[src/rtl/stopwatch_ctrl.sv]
// ---------------------------------------------------------------------------
// stopwatch_ctrl
//   Run/pause/clear/lap controller for the 4-digit stopwatch datapath.
//   Synchronizes and debounces the raw board buttons and direction switch,
//   runs the IDLE/RUN/PAUSE/LAP state machine and divides clk into the
//   count tick that strobes the stopwatch.
//
// Parameters
//   TICK_DIV    clk cycles per count tick (>= 2)
//   DEB_CYCLES  consecutive stable cycles needed to accept a new level (>= 1)
//
// Ports
//   clk             in   system clock, rising edge
//   reset           in   synchronous, active-high
//   btn_start_stop  in   raw button: run/pause toggle
//   btn_clear       in   raw button: stop and zero
//   btn_lap         in   raw button: freeze/unfreeze displayed value
//   dir_sw          in   raw switch: 1 = count up, 0 = count down
//   at_limit        in   stopwatch is at its terminal count for this direction
//   sw_enable       out  one-cycle count strobe
//   sw_up           out  count direction
//   sw_clear        out  one-cycle zero request
//   lap_hold        out  display path holds its captured digits
//   state           out  00 IDLE, 01 RUN, 10 PAUSE, 11 LAP
// ---------------------------------------------------------------------------
module stopwatch_ctrl #(
  parameter int unsigned TICK_DIV   = 10_000_000,
  parameter int unsigned DEB_CYCLES = 1_000_000
) (
  input  logic       clk,
  input  logic       reset,
  input  logic       btn_start_stop,
  input  logic       btn_clear,
  input  logic       btn_lap,
  input  logic       dir_sw,
  input  logic       at_limit,
  output logic       sw_enable,
  output logic       sw_up,
  output logic       sw_clear,
  output logic       lap_hold,
  output logic [1:0] state
);

  typedef enum logic [1:0] {
    IDLE  = 2'b00,
    RUN   = 2'b01,
    PAUSE = 2'b10,
    LAP   = 2'b11
  } state_t;

  localparam int PW = $clog2(TICK_DIV);
  localparam int DW = (DEB_CYCLES > 1) ? $clog2(DEB_CYCLES) : 1;
  localparam logic [PW-1:0] TICK_LAST = PW'(TICK_DIV - 1);
  localparam logic [DW-1:0] DEB_LAST  = DW'(DEB_CYCLES - 1);

  // Channel order inside the conditioning vectors.
  localparam int CH_START = 0;
  localparam int CH_CLEAR = 1;
  localparam int CH_LAP   = 2;
  localparam int CH_DIR   = 3;

  // -------------------------------------------------------------------------
  // Input conditioning: 2-flop synchronizer, then a per-channel debouncer.
  // -------------------------------------------------------------------------
  logic [3:0]    raw, sync1, sync2, deb, flip;
  logic [DW-1:0] deb_cnt [4];
  logic [2:0]    press;

  assign raw = {dir_sw, btn_lap, btn_clear, btn_start_stop};

  // NOTE: sequential state uses non-blocking assignments so every flop
  // samples the values from before the edge, independent of statement order.
  always_ff @(posedge clk) begin
    if (reset) begin
      sync1 <= '0;
      sync2 <= '0;
    end else begin
      sync1 <= raw;
      sync2 <= sync1;
    end
  end

  // A channel flips on the DEB_CYCLES-th consecutive disagreeing cycle.
  always_comb begin
    for (int i = 0; i < 4; i++) begin
      flip[i] = (sync2[i] != deb[i]) && (deb_cnt[i] == DEB_LAST);
    end
  end

  // NOTE: deb_cnt is an array of small control counters, not storage, so it
  // is reset along with the rest of the control state.
  always_ff @(posedge clk) begin
    if (reset) begin
      deb   <= '0;
      press <= '0;
      for (int i = 0; i < 4; i++) deb_cnt[i] <= '0;
    end else begin
      // Press is a registered pulse on a debounced 0->1 edge only.
      press <= flip[2:0] & sync2[2:0];
      for (int i = 0; i < 4; i++) begin
        if ((sync2[i] == deb[i]) || flip[i]) deb_cnt[i] <= '0;
        else                                 deb_cnt[i] <= deb_cnt[i] + 1'b1;
        if (flip[i]) deb[i] <= sync2[i];
      end
    end
  end

  // Coincident presses: clear > start_stop > lap.
  logic p_clear, p_start, p_lap;
  assign p_clear = press[CH_CLEAR];
  assign p_start = press[CH_START] & ~press[CH_CLEAR];
  assign p_lap   = press[CH_LAP] & ~press[CH_START] & ~press[CH_CLEAR];

  // -------------------------------------------------------------------------
  // State machine and prescaler
  // -------------------------------------------------------------------------
  state_t        state_q, state_d;
  logic [PW-1:0] presc;
  logic          running, tick_due, advance, clear_d;

  assign running  = (state_q == RUN) || (state_q == LAP);
  assign tick_due = running && (presc == TICK_LAST);
  // A cycle that leaves RUN/LAP on a press does not count, so the prescaler
  // phase is preserved exactly across a pause.
  assign advance  = running && !(p_clear || p_start);

  // NOTE: every output of this block gets a default first, so no path can
  // leave a variable unassigned and infer a latch.
  always_comb begin
    state_d = state_q;
    clear_d = 1'b0;
    case (state_q)
      IDLE: begin
        if (p_clear)      clear_d = 1'b1;
        else if (p_start) state_d = RUN;
      end
      RUN, LAP: begin
        if (p_clear) begin
          state_d = IDLE;
          clear_d = 1'b1;
        end else if (tick_due && at_limit) begin
          state_d = PAUSE;
        end else if (p_start) begin
          state_d = PAUSE;
        end else if (p_lap) begin
          state_d = (state_q == RUN) ? LAP : RUN;
        end
      end
      PAUSE: begin
        if (p_clear) begin
          state_d = IDLE;
          clear_d = 1'b1;
        end else if (p_start) begin
          state_d = RUN;
        end
      end
      default: state_d = IDLE;
    endcase
  end

  always_ff @(posedge clk) begin
    if (reset) begin
      state_q   <= IDLE;
      presc     <= '0;
      sw_enable <= 1'b0;
      sw_up     <= 1'b1;
      sw_clear  <= 1'b0;
      lap_hold  <= 1'b0;
    end else begin
      state_q   <= state_d;
      sw_clear  <= clear_d;
      lap_hold  <= (state_d == LAP);
      // At the terminal count the tick is swallowed and the FSM pauses.
      sw_enable <= tick_due && advance && !at_limit;
      if (state_q == IDLE) sw_up <= deb[CH_DIR];
      if (state_q == IDLE) presc <= '0;
      else if (advance)    presc <= tick_due ? '0 : presc + 1'b1;
    end
  end

  assign state = state_q;

endmodule

[config.mk]
export PLATFORM = sky130hd
export DESIGN_NAME = stopwatch_ctrl
export DESIGN_NICKNAME = d
export VERILOG_FILES = /design/src/rtl/stopwatch_ctrl.sv
export SDC_FILE = /design/constraint.sdc
export NUM_CORES = 1
export LEC_CHECK = 0
export ABC_AREA = 1
export CAP_MARGIN = 40
export CORE_MARGIN = 2
export CORE_UTILIZATION = 40
export CTS_BUF_LIST = sky130_fd_sc_hd__clkbuf_4 sky130_fd_sc_hd__clkbuf_8 sky130_fd_sc_hd__clkbuf_16
export DETAILED_ROUTE_END_ITERATION = 8
export GPL_ROUTABILITY_DRIVEN = 0
export PLACE_DENSITY = 0.61
export SLEW_MARGIN = 15
export SYNTH_ARGS = -nofsm -noshare
export SYNTH_HDL_FRONTEND = slang
export SYNTH_SLANG_ARGS = --single-unit
[constraint.sdc]
create_clock -name clk -period 2.5 [get_ports clk]
set_input_delay 0.25 -clock clk [delete_from_list [all_inputs] [get_ports clk]]
set_output_delay 0.25 -clock clk [all_outputs]
set_load 0.005 [all_outputs]
Word-level counts from Yosys, hierarchy flattened
Memories as Yosys holds them, arrays and structs flattened.
Index checks and enable logic that the tools add are counted.

cells by class
  add/subtract/negate cells = 5
  mux-type cells = 46
  bitwise operators = 14
  reductions and logical operators = 21
  eq/ne operators = 17

operators with widths
  operator                                        number
  2-to-1 mux 20 bit                               8
  adder 20 x 1 -> 20 bit (second input constant)  4
  == test 20 bit (second input constant)          4
  2-to-1 mux 1 bit                                28
  adder 24 x 1 -> 24 bit (second input constant)  1
  == test 24 bit (second input constant)          1
  2-to-1 mux 24 bit                               1
  2-to-1 mux 2 bit                                8
  logical AND 1 bit                               9
  OR 1 bit                                        8
  == test 2 bit (second input constant)           3
  logical OR 1 bit                                6
  one-hot mux 2 bit (3 select lines)              1
  == test 1 bit                                   4
  inequality test 1 bit                           4
  OR reduction 2 bit                              2
  OR reduction 4 bit                              1
  AND 1 bit                                       3
  AND 3 bit                                       1
  == test 2 x 1 -> 1 bit (second input constant)  1
  logical NOT 1 bit                               2
  logical NOT 2 bit                               1
  NOT 1 bit                                       2

storage, ports and cells
  input bits = 7
  register bits = 45
  memories kept = 1
  RAM bits = 80
  word-level logic and storage cells = 117
  output and inout bits = 6

memory list
  memory   depth  width  rd ports  clocked after memory_dff  write ports  RTL line  RTL
  deb_cnt  4      20     4         0                         4            66        logic [DW-1:0] deb_cnt [4];

Depth between registers and ports, before layout
  depth after elaboration = 9
  mapped depth = 11
  depth with buffers taken out = 11

Least setup slack after synthesis
Ideal clock, no wire load.

  path type = register to register
  start = memory deb_cnt[2][0] (netlist name)
  end = memory deb_cnt[2][8] (netlist name) (data pin)
  setup time = 261 ps
  clock period less this slack = 1648 ps
  path slack = 852 ps
  data arrival time = 1387 ps
  cell stages (with the launch flop) = 8
  path through = edfxtp_1 > ha_1 > nand3_1 > nor3_1 > nand3_1 > nand3_1 > buf_4 > nor3_1

RTL lines
  element             RTL line
  start: declaration  66

==> results_dict.tcl <==
set metrics [dict create \
    area_growth_pct 18.6 \
    hpwl_um 9770 \
    cap_viol_max_count 0 \
    max_stage_delay_ns 0.45 \
    p_total_mw 5.05 \
    status "finished clean" \
    hold_viol 0 \
    path_class "flop to flop" \
    post_cts_resized 0 \
    holdBufCountCts 0 \
    r2r_slack_ns 0.53 \
    cp_cell_sequence "ha_1, nand3_1, nor3_1, nand3_1, nand3_1, buf_4, a21oi_1" \
    worstSetupStartpointType "flop" \
    cts.root.buffer_cell "clkbuf_16" \
    die-area_um2 18300 \
    met1_length_um 6790 \
    reg2reg_to "deb_cnt[2][13]" \
    grt_overflow 0 \
    dp_cells 1159 \
    synth_area_per_cell_um2 8.04 \
    place_area_um2 7520 \
    drtAntennaViolNets 0 \
    path_depth 7 \
    fin_crit_sh_pct 78.9 \
    setup_viol 0 \
    grt_use_total_pct 16.1 \
    fmax_mhz 507 \
    die_width_um 135 \
    grt_start_max_net_pins 21 \
    fin_setup_tns_ns 0 \
    period_minus_slack_ns 1.97 \
    io_pins 13 \
    finalInstanceArea_um2 8160 \
    clockBufferDepth 2 \
    synth_cell_types 37 \
    required_ns 2.66 \
    finish.net_count 970 \
    slew_viol_final 0 \
    avgRoutedWirePerCell_um 11.2 \
    endpoint "deb_cnt[2][13]" \
    start_util_pct 41.2 \
    skew_ns 0.00888 \
    grt_pass1_wl_um 23700 \
    power_density_nw_per_um2 619 \
    vias_per_cell 4.62 \
    endpoint_kind "flop" \
    dr.pass1.iters 7 \
    ys_seq_area_share_pct 48.0 \
    drt_iter0_drc 453 \
    crit_path_start "deb_cnt[2][0]" \
    routed_wl_um 13400 \
    path_delay_family "simple AND/OR/NAND/NOR gates" \
    topRoutingLayerUsed "met4" \
    yosys_register_bits 125 \
    antenna_found_initial 0 \
    path_clk_slew_ns 0.05 \
    drc_errors 0 \
    worstReg2RegStart "deb_cnt[2][0]" \
    diodes 0 \
    rows 47 \
    max-vdd-ir-drop_uv 548 \
    post-cts-setup-buffers 0 \
    syn_inst 856 \
    port_buffers 12 \
    core_area_um2 16700 \
    cp.buffers_inverters 1 \
    crit_path_frequent_cell "nand3_1" \
    yosys_warnings 0 \
    wl_met3_um 540 \
    cp.arrival_ns 2.13 \
    clkSinkCount 125 \
    clock_latency_ns 0.42 \
    cts_buffers 17 \
    rsz0062_at_grt "false" \
    route.met2.wl_um 5890 \
    synth_area_um2 6880 \
    grt_pass1_vias 5253 \
    hold_class "input pin to flop" \
    cts_tree "done" \
    dieHeight_um 135 \
    cellLeakagePower_nw 3.19 \
    fillerInstances 1670 \
    vias 5500 \
    reg2reg_depth 7 \
    critPathMaxFanout 20 \
    fin_cells 1191 \
    cts_max_level 4 \
    slowest_stage "edfxtp_1" \
    drive_gt1_share_pct 8.24 \
]
==> cells in the mapped netlist <==
master    instances  area, µm²
nand2_1         159        597
nor2_1          140        526
inv_1           118        443
edfxtp_1         80       2400
nand3_1          54        270
nor3_1           49        245
dfxtp_1          45        901
a21oi_1          43        215
xor2_1           33        289
nand4_1          28        175
o21ai_0          14       70.1
nor2_2            9       56.3
nand2_2           7       43.8
nand3b_1          7       52.6
xnor2_1           7       61.3
buf_4             6       45.0
nand3_2           6       60.1
ha_1              5       62.6
nor2_4            5       56.3
nor4_1            5       31.3
nor3_2            4       40.0
or2_2             4       25.0
buf_2             3       15.0
inv_2             3       11.3
nor3b_1           3       22.5
a31oi_1           2       12.5
buf_6             2       22.5
clkbuf_1          2       7.51
nand2_4           2       22.5
nor3_4            2       32.5
o31ai_1           2       15.0
or2_0             2       12.5
a41oi_1           1       8.76
conb_1            1       3.75
nand4_2           1       12.5
o21ai_1           1       5.00
o21bai_1          1       7.51
==> cell usage in the layout (no fill, tap or decap), types with 2 or more instances in the layout <==
master	instances
nor3b_1	3
inv_1	118
inv_2	3
nand3b_1	7
clkdlybuf4s50_1	12
nor3_1	49
xnor2_1	7
ha_1	5
nor4_1	5
nor2_2	9
nand4_1	28
nand3_1	54
nand2_2	7
a31oi_1	2
clkbuf_8	8
nand2_4	2
nand3_2	6
dfxtp_1	45
clkbuf_4	3
edfxtp_1	80
nor3_4	2
o21ai_0	14
nor2_4	5
clkbuf_16	20
nand2_1	159
or2_0	2
or2_2	4
a21oi_1	43
o31ai_1	2
buf_4	5
xor2_1	33
nor3_2	4
conb_1	80
nor2_1	140
==> final cells by class <==
cell class	instances	area (µm²)	share of cell area [%]
multi-input cells	676	3330	40.8
flip-flops and latches	125	3300	40.5
clock buffers	31	633	7.76
inverters	121	454	5.57
well taps	220	275	3.37
repair buffers	17	158	1.93
clock inverters	1	6.26	0.0767
==> registers in the layout, summed over array words and instances, names as in the netlist <==
name,count
deb_cnt,80
presc,24
deb,4
sync1,4
sync2,4
press,3
state,2
lap_hold,1
sw_clear,1
sw_enable,1
sw_up,1
==> worst register-to-register path: stages (launching register included) <==
cell      delay [ns]
edfxtp_1        0.45
ha_1            0.27
nand3_1         0.17
nor3_1          0.23
nand3_1         0.15
nand3_1         0.10
buf_4           0.24
a21oi_1         0.09
==> layer usage <==
metal	GRT usage (%)	up-vias
li1	-	2941
met1	21.6	2461
met2	25.3	83
met3	4.53	15
met4	4.80	0
met5	0	-
==> report_power, final <==
part | total [mW] | internal, mW | switching, mW
clock network | 2.57 | 1.70 | 0.875
registers | 2.32 | 2.26 | 0.0633
logic | 0.160 | 0.0560 | 0.104
total | 5.05 | 4.01 | 1.04
==> cells by family after synthesis <==
kind of cell | share of synthesized area (%)
other | 0.0545
adder cells (fa/ha/maj) | 0.909
AND/OR/NAND/NOR | 33.2
buffers and inverters | 7.91
XOR/XNOR | 5.09
flip-flops | 48.0
AO/OA/AOI/OAI | 4.86
==> per-stage QoR <==
stage	hold WS, ns	utilization, %	setup slack, ns
CTS	0.332	48.8	0.495
global route	0.371	48.8	0.300
finish	0.347	48.8	0.528
detailed placement	0.398	45.0	0.501
floorplan	0.327	-	0.852
global placement	0.396	45.0	0.551
==> worst min path at each step <==
stage / from / endpoint / depth (start not counted)
finish: btn_start_stop / sync1[0] / 3
detailed placement: sync1[3] / sync2[3] / 2
floorplan: at_limit / sw_enable / 1
global placement: sync1[2] / sync2[2] / 2
global route: btn_start_stop / sync1[0] / 3
CTS: btn_start_stop / sync1[0] / 3
Note: power is estimated with default switching activity, not from simulation.
